**config.mk**
```make
export PLATFORM = sky130hd
export DESIGN_NAME = lsnn_neuron_scheduler
export DESIGN_NICKNAME = d
export VERILOG_FILES = /design/src/rtl/lsnn_pkg.sv /design/src/rtl/lsnn_update_unit.sv /design/src/rtl/lsnn_neuron_scheduler.sv
export SDC_FILE = /design/constraint.sdc
export NUM_CORES = 1
export LEC_CHECK = 0
export ABC_AREA = 0
export ABC_CLOCK_PERIOD_IN_PS = 7020
export CAP_MARGIN = 25
export CELL_PAD_IN_SITES_DETAIL_PLACEMENT = 1
export CELL_PAD_IN_SITES_GLOBAL_PLACEMENT = 1
export CORE_ASPECT_RATIO = 0.5
export CORE_UTILIZATION = 45
export DETAILED_ROUTE_END_ITERATION = 7
export PLACE_DENSITY = 0.76
export SYNTH_ARGS = -nofsm -noshare
export SYNTH_HDL_FRONTEND = slang
export SYNTH_HIERARCHICAL = 1
export SYNTH_SLANG_ARGS = --single-unit
```
**constraint.sdc**
```tcl
create_clock -name clk -period 7.02 [get_ports clk]
set_clock_uncertainty 0.2 [all_clocks]
set_input_delay 0.702 -clock clk [delete_from_list [all_inputs] [get_ports clk]]
set_output_delay 0.702 -clock clk [all_outputs]
set_load 0.1 [all_outputs]
```
**src/rtl/lsnn_pkg.sv**
```systemverilog
// Shared types, defaults and saturating helper for the LSNN neuron scheduler.
// The neuron record is sized by W_DEF; the scheduler's W must match it.
package lsnn_pkg;

    localparam int unsigned W_DEF     = 8;
    localparam int unsigned B0_DEF    = 8;
    localparam int unsigned ALPHA_DEF = 8;
    localparam int unsigned A_MIN_DEF = 4;

    typedef enum logic [1:0] {
        StIdle,
        StRd,
        StWr,
        StDone
    } lsnn_state_e;

    typedef struct packed {
        logic [W_DEF-1:0] v;
        logic [W_DEF-1:0] a;
        logic [W_DEF-1:0] thr;
    } neuron_t;

    // Unsigned add clamped to 2^width-1; width must be below 32.
    function automatic logic [31:0] sat_add(input logic [31:0] x, input logic [31:0] y,
                                            input int unsigned width);
        logic [32:0] sum;
        logic [32:0] lim;
        sum = {1'b0, x} + {1'b0, y};
        lim = (33'd1 << width) - 33'd1;
        return (sum > lim) ? lim[31:0] : sum[31:0];
    endfunction

endpackage

```
**src/rtl/lsnn_update_unit.sv**
```systemverilog
// Combinational adaptive-threshold LIF update for one neuron.
// LSNN_REFRACTORY_EN adds a refractory flag input/output.
module lsnn_update_unit
    import lsnn_pkg::*;
#(
    parameter int unsigned W     = W_DEF,
    parameter int unsigned B0    = B0_DEF,
    parameter int unsigned A_MIN = A_MIN_DEF
) (
`ifdef LSNN_REFRACTORY_EN
    input  logic         refr,
    output logic         refr_next,
`endif
    input  logic [W-1:0] v,
    input  logic [W-1:0] a,
    input  logic [W-1:0] thr,
    input  logic [W-1:0] cur,
    output logic [W-1:0] v_next,
    output logic [W-1:0] a_next,
    output logic [W-1:0] thr_next,
    output logic         spike
);

    logic [W-1:0] v_decay;
    logic [W-1:0] a_up;
    logic [W-1:0] a_dn;
    logic [W-1:0] a_raw;

    always_comb begin
        v_decay = W'(sat_add(32'(cur), 32'(v >> 1), W));
`ifdef LSNN_REFRACTORY_EN
        // A flagged neuron skips its input and cannot fire this step.
        spike     = (v >= thr) && !refr;
        v_next    = refr ? (v >> 1) : (spike ? '0 : v_decay);
        refr_next = spike;
`else
        spike  = (v >= thr);
        v_next = v_decay;
`endif
        a_up     = W'(sat_add(32'(a), 32'(a >> 2), W));
        a_dn     = (a >> 1) + (a >> 2);
        a_raw    = spike ? a_up : a_dn;
        a_next   = (a_raw < W'(A_MIN)) ? W'(A_MIN) : a_raw;
        thr_next = W'(sat_add(32'(B0), 32'(a_next), W));
    end

endmodule

```
**src/rtl/lsnn_neuron_scheduler.sv**
```systemverilog
// Sweeps N virtual adaptive-threshold LIF neurons through one shared update unit.
// Optional refractory behaviour is enabled by LSNN_REFRACTORY_EN.
module lsnn_neuron_scheduler
    import lsnn_pkg::*;
#(
    parameter int unsigned N_NEURONS = 4,
    parameter int unsigned W         = W_DEF,
    parameter int unsigned B0        = B0_DEF,
    parameter int unsigned ALPHA     = ALPHA_DEF,
    parameter int unsigned A_MIN     = A_MIN_DEF,
    localparam int unsigned AW       = $clog2(N_NEURONS)
) (
    input  logic                 clk,
    input  logic                 rst_n,
    input  logic                 cur_wr_en,
    input  logic [AW-1:0]        cur_wr_addr,
    input  logic [W-1:0]         cur_wr_data,
    input  logic                 step_start,
    output logic                 busy,
    output logic                 step_done,
    output logic [N_NEURONS-1:0] spike_vec,
    input  logic [AW-1:0]        thr_rd_addr,
    output logic [W-1:0]         thr_rd_data
);

    lsnn_state_e          state_q;
    logic [AW-1:0]        idx_q;
    logic                 busy_q;
    logic                 step_done_q;
    logic [N_NEURONS-1:0] spike_vec_q;
    logic [N_NEURONS-1:0] spike_acc_q;
    neuron_t              nrn_q     [N_NEURONS];
    logic [W-1:0]         shadow_q  [N_NEURONS];
    logic [W-1:0]         active_q  [N_NEURONS];
    neuron_t              pipe_q;
    logic [W-1:0]         pipe_cur_q;

    logic [W-1:0] v_next;
    logic [W-1:0] a_next;
    logic [W-1:0] thr_next;
    logic         spike;

`ifdef LSNN_REFRACTORY_EN
    logic [N_NEURONS-1:0] refr_q;
    logic                 pipe_refr_q;
    logic                 refr_next;
`endif

    lsnn_update_unit #(
        .W     (W),
        .B0    (B0),
        .A_MIN (A_MIN)
    ) u_update (
`ifdef LSNN_REFRACTORY_EN
        .refr      (pipe_refr_q),
        .refr_next (refr_next),
`endif
        .v         (pipe_q.v),
        .a         (pipe_q.a),
        .thr       (pipe_q.thr),
        .cur       (pipe_cur_q),
        .v_next    (v_next),
        .a_next    (a_next),
        .thr_next  (thr_next),
        .spike     (spike)
    );

    // Reset is asynchronous and asserted while rst_n is high.
    always_ff @(posedge clk or posedge rst_n) begin
        if (rst_n) begin
            state_q     <= StIdle;
            idx_q       <= '0;
            busy_q      <= 1'b0;
            step_done_q <= 1'b0;
            spike_vec_q <= '0;
            spike_acc_q <= '0;
            pipe_q      <= '0;
            pipe_cur_q  <= '0;
            for (int i = 0; i < int'(N_NEURONS); i++) begin
                nrn_q[i].v   <= '0;
                nrn_q[i].a   <= W'(ALPHA);
                nrn_q[i].thr <= W'(sat_add(32'(B0), 32'(ALPHA), W));
                shadow_q[i]  <= '0;
                active_q[i]  <= '0;
            end
`ifdef LSNN_REFRACTORY_EN
            refr_q      <= '0;
            pipe_refr_q <= 1'b0;
`endif
        end else begin
            step_done_q <= 1'b0;
            if (cur_wr_en) begin
                shadow_q[cur_wr_addr] <= cur_wr_data;
            end
            unique case (state_q)
                StIdle: begin
                    if (step_start) begin
                        // Snapshot uses pre-write shadow values; a coincident write waits a step.
                        for (int i = 0; i < int'(N_NEURONS); i++) begin
                            active_q[i] <= shadow_q[i];
                        end
                        idx_q       <= '0;
                        busy_q      <= 1'b1;
                        spike_acc_q <= '0;
                        state_q     <= StRd;
                    end
                end
                StRd: begin
                    pipe_q     <= nrn_q[idx_q];
                    pipe_cur_q <= active_q[idx_q];
`ifdef LSNN_REFRACTORY_EN
                    pipe_refr_q <= refr_q[idx_q];
`endif
                    state_q <= StWr;
                end
                StWr: begin
                    nrn_q[idx_q].v     <= v_next;
                    nrn_q[idx_q].a     <= a_next;
                    nrn_q[idx_q].thr   <= thr_next;
                    spike_acc_q[idx_q] <= spike;
`ifdef LSNN_REFRACTORY_EN
                    refr_q[idx_q] <= refr_next;
`endif
                    if (idx_q == AW'(N_NEURONS - 1)) begin
                        state_q <= StDone;
                    end else begin
                        idx_q   <= idx_q + 1'b1;
                        state_q <= StRd;
                    end
                end
                StDone: begin
                    spike_vec_q <= spike_acc_q;
                    step_done_q <= 1'b1;
                    busy_q      <= 1'b0;
                    state_q     <= StIdle;
                end
                default: state_q <= StIdle;
            endcase
        end
    end

    assign busy        = busy_q;
    assign step_done   = step_done_q;
    assign spike_vec   = spike_vec_q;
    assign thr_rd_data = nrn_q[thr_rd_addr].thr;

endmodule

```
# Yosys cells after proc, flatten, opt, wreduce, memory -nomap -nowiden
# Index checks and enable logic that the tools add are counted.
[op_classes]
addsub = 5
muxes = 40
bitwise = 3
n_eq_ne = 6
n_reduce_logical = 10
order_cmp = 12
[op_table]
columns = ["operator", "count"]
rows = [
  ["96-bit bitwise mux", 3],
  ["24-bit demux with 2-bit select", 3],
  ["24-bit binary-select mux with 2-bit select", 2],
  ["8-bit two-way mux", 11],
  ["24-bit two-way mux", 3],
  ["32-bit bitwise mux", 1],
  ["9-bit by 8-bit greater-than comparator with 1-bit output (second input constant)", 3],
  ["8-bit binary-select mux with 2-bit select", 1],
  ["8-bit demux with 2-bit select", 1],
  ["16-bit two-way mux", 1],
  ["4-bit by 8-bit adder with 9-bit output (first input constant)", 1],
  ["8-bit by 6-bit adder with 9-bit output", 1],
  ["8-bit by 7-bit adder with 9-bit output", 1],
  ["3-bit >= comparator (second input constant)", 3],
  ["2-bit inverter with 3-bit output", 3],
  ["7-bit by 6-bit adder with 8-bit output", 1],
  ["8-bit >= comparator", 1],
  ["8-bit by 3-bit less-than comparator with 1-bit output (second input constant)", 1],
  ["2-bit two-way mux", 4],
  ["2-bit one-hot mux with 4 select lines", 1],
  ["4-bit one-hot mux with 2 select lines", 1],
  ["2-bit == test (second input constant)", 3],
  ["3-bit by 1-bit less-than comparator with 1-bit output (second input constant)", 2],
  ["2-bit AND reduction", 3],
  ["other kinds (15)", 21],
]
[totals]
out_inout_bits = 14
in_bits = 16
regBits = 206
word_cells = 106

# Depth between registers and ports, before layout
[logic_depth]
depth_word = 10
depth_mapped = 16
depth_no_buf = 14

# By module
# The synthesis kept the hierarchy.
[modules_own_cells]
columns = ["module", "area_per_inst_um2", "cells_each", "seq_area_each_um2", "n_inst"]
rows = [
  ["lsnn_neuron_scheduler", 8814.7, 653, 5165.0, 1],
  ["lsnn_update_unit", 1447.6, 191, 0.0, 1],
]

# Worst setup path after synthesis
# No wires, ideal clock.
[synth_path]
path_type = "flip-flop to flip-flop"
start = "register, netlist name pipe_q[10]"
end = "register nrn_q[24] (netlist name)"
period_less_slack_ns = 3.552
path_stages_with_launch = 11
setup_ns = 0.128
slack_ns = 3.468
path_buffers = 0
arrival_ns = 3.224
t_required_ns = 6.692
cell_sequence = "dfrtp_1 > ha_1 > fa_1 > a21o_1 > a221o_1 > or3_4 > mux2i_4 > nor2_2 > or4_4 > a22o_1 > mux2_1"
[synth_via]
elab_chain_cells = 10
word_cells_on_any_way = 11
cone_classes = "add/sub: 3; order compare: 3; mux: 5"
[synth_lines]
columns = ["item", "line_no", "source"]
rows = [
  ["8-bit by 6-bit adder with 9-bit output", "lsnn_pkg.sv:28", "sum = {1'b0, x} + {1'b0, y};"],
  ["9-bit by 8-bit greater-than comparator with 1-bit output", "lsnn_pkg.sv:30", "return (sum > lim) ? lim[31:0] : sum[31:0];"],
  ["8-bit two-way mux", "lsnn_pkg.sv:30", ""],
  ["8-bit two-way mux *", "lsnn_update_unit.sv:42", "a_raw = spike ? a_up : a_dn;"],
  ["8-bit by 3-bit less-than comparator with 1-bit output", "lsnn_update_unit.sv:43", "a_next = (a_raw < W'(A_MIN)) ? W'(A_MIN) : a_raw;"],
  ["8-bit two-way mux *", "lsnn_update_unit.sv:43", ""],
  ["named net a_next[6]", "lsnn_neuron_scheduler.sv:39", "logic [W-1:0] a_next;"],
  ["4-bit by 8-bit adder with 9-bit output *", "lsnn_pkg.sv:28", ""],
  ["9-bit by 8-bit greater-than comparator with 1-bit output *", "lsnn_pkg.sv:30", ""],
  ["8-bit two-way mux *", "lsnn_pkg.sv:30", ""],
  ["named net thr_next[0]", "lsnn_neuron_scheduler.sv:40", "logic [W-1:0] thr_next;"],
  ["96-bit bitwise mux *", "lsnn_neuron_scheduler.sv:119", "nrn_q[idx_q].thr <= thr_next;"],
  ["to (decl)", "lsnn_neuron_scheduler.sv:32", "neuron_t nrn_q [N_NEURONS];"],
]
# Mark *: on every way through the listed nets, which the timed path passes. The rest lies on a longest branch.
# A chain may end at the register's enable or synchronous reset.

# Final worst setup path
[layout_path]
start = "register, netlist name pipe_q[18]"
end = "register nrn_q[51] (netlist name)"
[layout_via]
elab_chain_cells = 8
[layout_lines]
columns = ["item", "line_no", "source"]
rows = [
  ["8-bit >= comparator *", "lsnn_update_unit.sv:37", "spike = (v >= thr);"],
  ["8-bit two-way mux *", "lsnn_update_unit.sv:42", ""],
  ["8-bit by 3-bit less-than comparator with 1-bit output", "lsnn_update_unit.sv:43", ""],
  ["8-bit two-way mux *", "lsnn_update_unit.sv:43", ""],
  ["named net a_next[4]", "lsnn_neuron_scheduler.sv:39", ""],
  ["4-bit by 8-bit adder with 9-bit output *", "lsnn_pkg.sv:28", ""],
  ["9-bit by 8-bit greater-than comparator with 1-bit output *", "lsnn_pkg.sv:30", ""],
  ["8-bit two-way mux *", "lsnn_pkg.sv:30", ""],
  ["named net thr_next[3]", "lsnn_neuron_scheduler.sv:40", ""],
  ["96-bit bitwise mux *", "lsnn_neuron_scheduler.sv:119", ""],
]
# Marks and branches as above.

==> reports/results.ini <==
[clocking]
clk_pin_slew_ps=60
cts_made_buffers=20
cts.sinks=206
cts_hold_buffers=0
postCtsSetupBuffers=0
clock_latency_ps=500
cts_tree=yes
ctsHtreeMaxLevel=1
cts_resized=0
clockBufferDepth=3
cts_root_buf=clkbuf_16

[global_routing]
grt_pass1_vias=7157
grt_overflow_total=0
antenna_found_initial=0
grt_usage=0.2084
grt_pass1_wl_um=38840
grt_max_degree=134

[timing]
slew_viol_final=0
finalSetupViolCount=0
fin_setup_tns_ps=0
worstMarginPinSlew_ps=998.2
fmax_mhz=227.6
hold_violations=0
rsz0062_at_grt=false
fin_crit_ps=4394
slew_headroom=0.3310
period_share=0.6260
hold_slack_ps=263.5

[die]
initial_core_util=0.4662
die_area_sq_um=23450
dieWidth_um=215.6
rows=38
core_sq_um=22010
ioPinCount=30
die_h_um=108.8

[place]
numPortBuffers=29
dp_hpwl_um=14680
gp_congestion=0.8750

[detailed_routing]
post_drt_wl_per_cell_um=19.96
wl_um=23400
vias=6563
postRouteAntennaNets=0
vias_per_cell=5.600
drc=0
drt_iter0_markers=271
first_pass_iters=4

[finish]
n_antenna_cell=0
drive_gt1_frac=0.2351
final_common_cell=dfrtp_1
final_cell_mix=dfrtp_1, nand2_1, mux2_2, mux2i_1, ha_1
nNetsFinal=913
syn_to_final_growth_pct=11.14

[min_path]
holdCritPathClass=reg2reg
min_delay_path_depth=2

[power]
p_leak_nw=5.272
pwr_density_cell_nw_per_um2=481.3
ir_worst_vdd_uv=203.2

[setup_path]
crit_type=reg2reg
ff2ff_path_depth=11
critPathMaxFanout=20
critPathCaptureType=register
worstPathRequired_ps=7250
arrival_ps=4630
cp-start-kind=register

[synthesis]
yosysUniqueCellTypes=58
synth_top_flop_cell=dfrtp_1
syn_nets=898
synth_seq_cells=206
yosysSeqAreaShare=0.5033
synthCells=844
synth-async-reset-ratio=1.000
synth_edf_count=0
ys.warnings.count=6
synth_area_sq_um=10260
synth_area_per_cell_sq_um=12.16

[status]
status=finished, final reports clean

[run]
max_cap_viol_count=0

[final timing paths]
check / startpoint / end / slack [ps]
worst max register to register: pipe_q[18]$_DFFE_PP0N_ / nrn_q[51]$_DFFE_PP0P_ / 2630
max in group asynchronous: rst_n / pipe_q[11]$_DFFE_PP0N_ / 4550
worst min register to register: shadow_q[8]$_DFFE_PP0P_ / active_q[8]$_DFFE_PP0P_ / 260
worst min-delay path: shadow_q[8]$_DFFE_PP0P_ / active_q[8]$_DFFE_PP0P_ / 260
worst max-delay path: pipe_q[18]$_DFFE_PP0N_ / nrn_q[51]$_DFFE_PP0P_ / 2630
min in group asynchronous: rst_n / shadow_q[9]$_DFFE_PP0P_ / 570
[layer usage]
metal,vias up,wire length (um),track usage
met5,-,0,0
met4,0,396,0.04813
met3,33,783,0.02817
met2,89,11190,0.3562
met1,3392,11030,0.2846
li1,3049,-,-
[sequential cells by signal, summed over array words and instances, names as in the netlist]
| signal | count |
|---|---|
| step_done | 1 |
| spike_vec | 4 |
| state_q | 2 |
| spike_acc_q | 4 |
| pipe_q | 24 |
| nrn_q | 96 |
| pipe_cur_q | 8 |
| busy | 1 |
| idx_q | 2 |
| active_q | 32 |
| shadow_q | 32 |
[worst max-delay path, stage by stage, from the launching register on]
cell	delay (ps)
dfrtp_1	440
ha_1	320
o2111ai_1	120
o221ai_1	410
nand2_1	560
o21ai_0	850
ha_1	360
inv_1	70
nor4_1	280
a31oi_1	100
o211ai_1	410
mux2_2	240
[cells in the mapped netlist, types with 3 or more instances]
cell,number,area share
dfrtp_1,198,0.48
nand2_1,146,0.053
mux2_2,132,0.14
mux2i_1,65,0.063
ha_1,35,0.043
o221ai_1,34,0.029
inv_1,28,0.010
o21ai_0,21,0.010
buf_2,15,0.0073
nor2_1,15,0.0055
a21oi_1,14,0.0068
xnor2_1,10,0.0085
buf_4,9,0.0066
buf_6,9,0.0099
nand3_1,9,0.0044
dfstp_2,8,0.020
mux4_2,8,0.018
clkbuf_1,6,0.0022
nand2b_1,6,0.0037
nor2b_1,5,0.0030
o211ai_1,5,0.0037
o21bai_1,5,0.0037
a21o_1,4,0.0029
nand3b_1,4,0.0029
a211oi_1,3,0.0022
and2_1,3,0.0018
fa_1,3,0.0059
nor3_1,3,0.0015
[layout make-up]
class / instances / area, sq um
inverter: 28 / 112.6
multi-input combinational: 570 / 4735
fill: 2262 / 10610
sequential: 206 / 5169
timing repair buffer: 33 / 320.3
clock inverter: 6 / 88.84
clock buffer: 29 / 605.6
tap: 300 / 375.4
[where the power goes]
group	total (mW)	internal (mW)	switching, mW
clock	1.14	0.674	0.463
combinational	2.41	0.959	1.45
sequential	1.94	1.63	0.313
[cell families (layout without fill, tap and decap cells)]
logic type      count (synthesis)  after routing  synth area share
flops                         206            206            0.5033
buf+inv                        68             96           0.03658
simple gates                  207            207           0.09400
mux                           209            209            0.2324
xor+xnor                       12             12           0.01024
compound gates                104            104           0.07498
fa+ha+maj                      38             38           0.04852
[through the flow]
| stage | std cells | instance area [sq um] | total power [mW] | setup slack [ps] | util |
|---|---|---|---|---|---|
| finish | 1172 | 11410 | 5.490 | 2626 | 0.5181 |
| global route | 1172 | 11410 | 5.842 | 2263 | 0.5181 |
| CTS | 1172 | 11410 | 5.530 | 2637 | 0.5181 |
| detailed placement | 1137 | 10710 | 4.358 | 2657 | 0.4866 |
| global placement | 1137 | 10710 | 4.238 | 2856 | 0.4866 |
| floorplan | 844 | 10260 | 3.742 | 507.1 | - |
No activity file was read; power rests on OpenSTA's default activity.
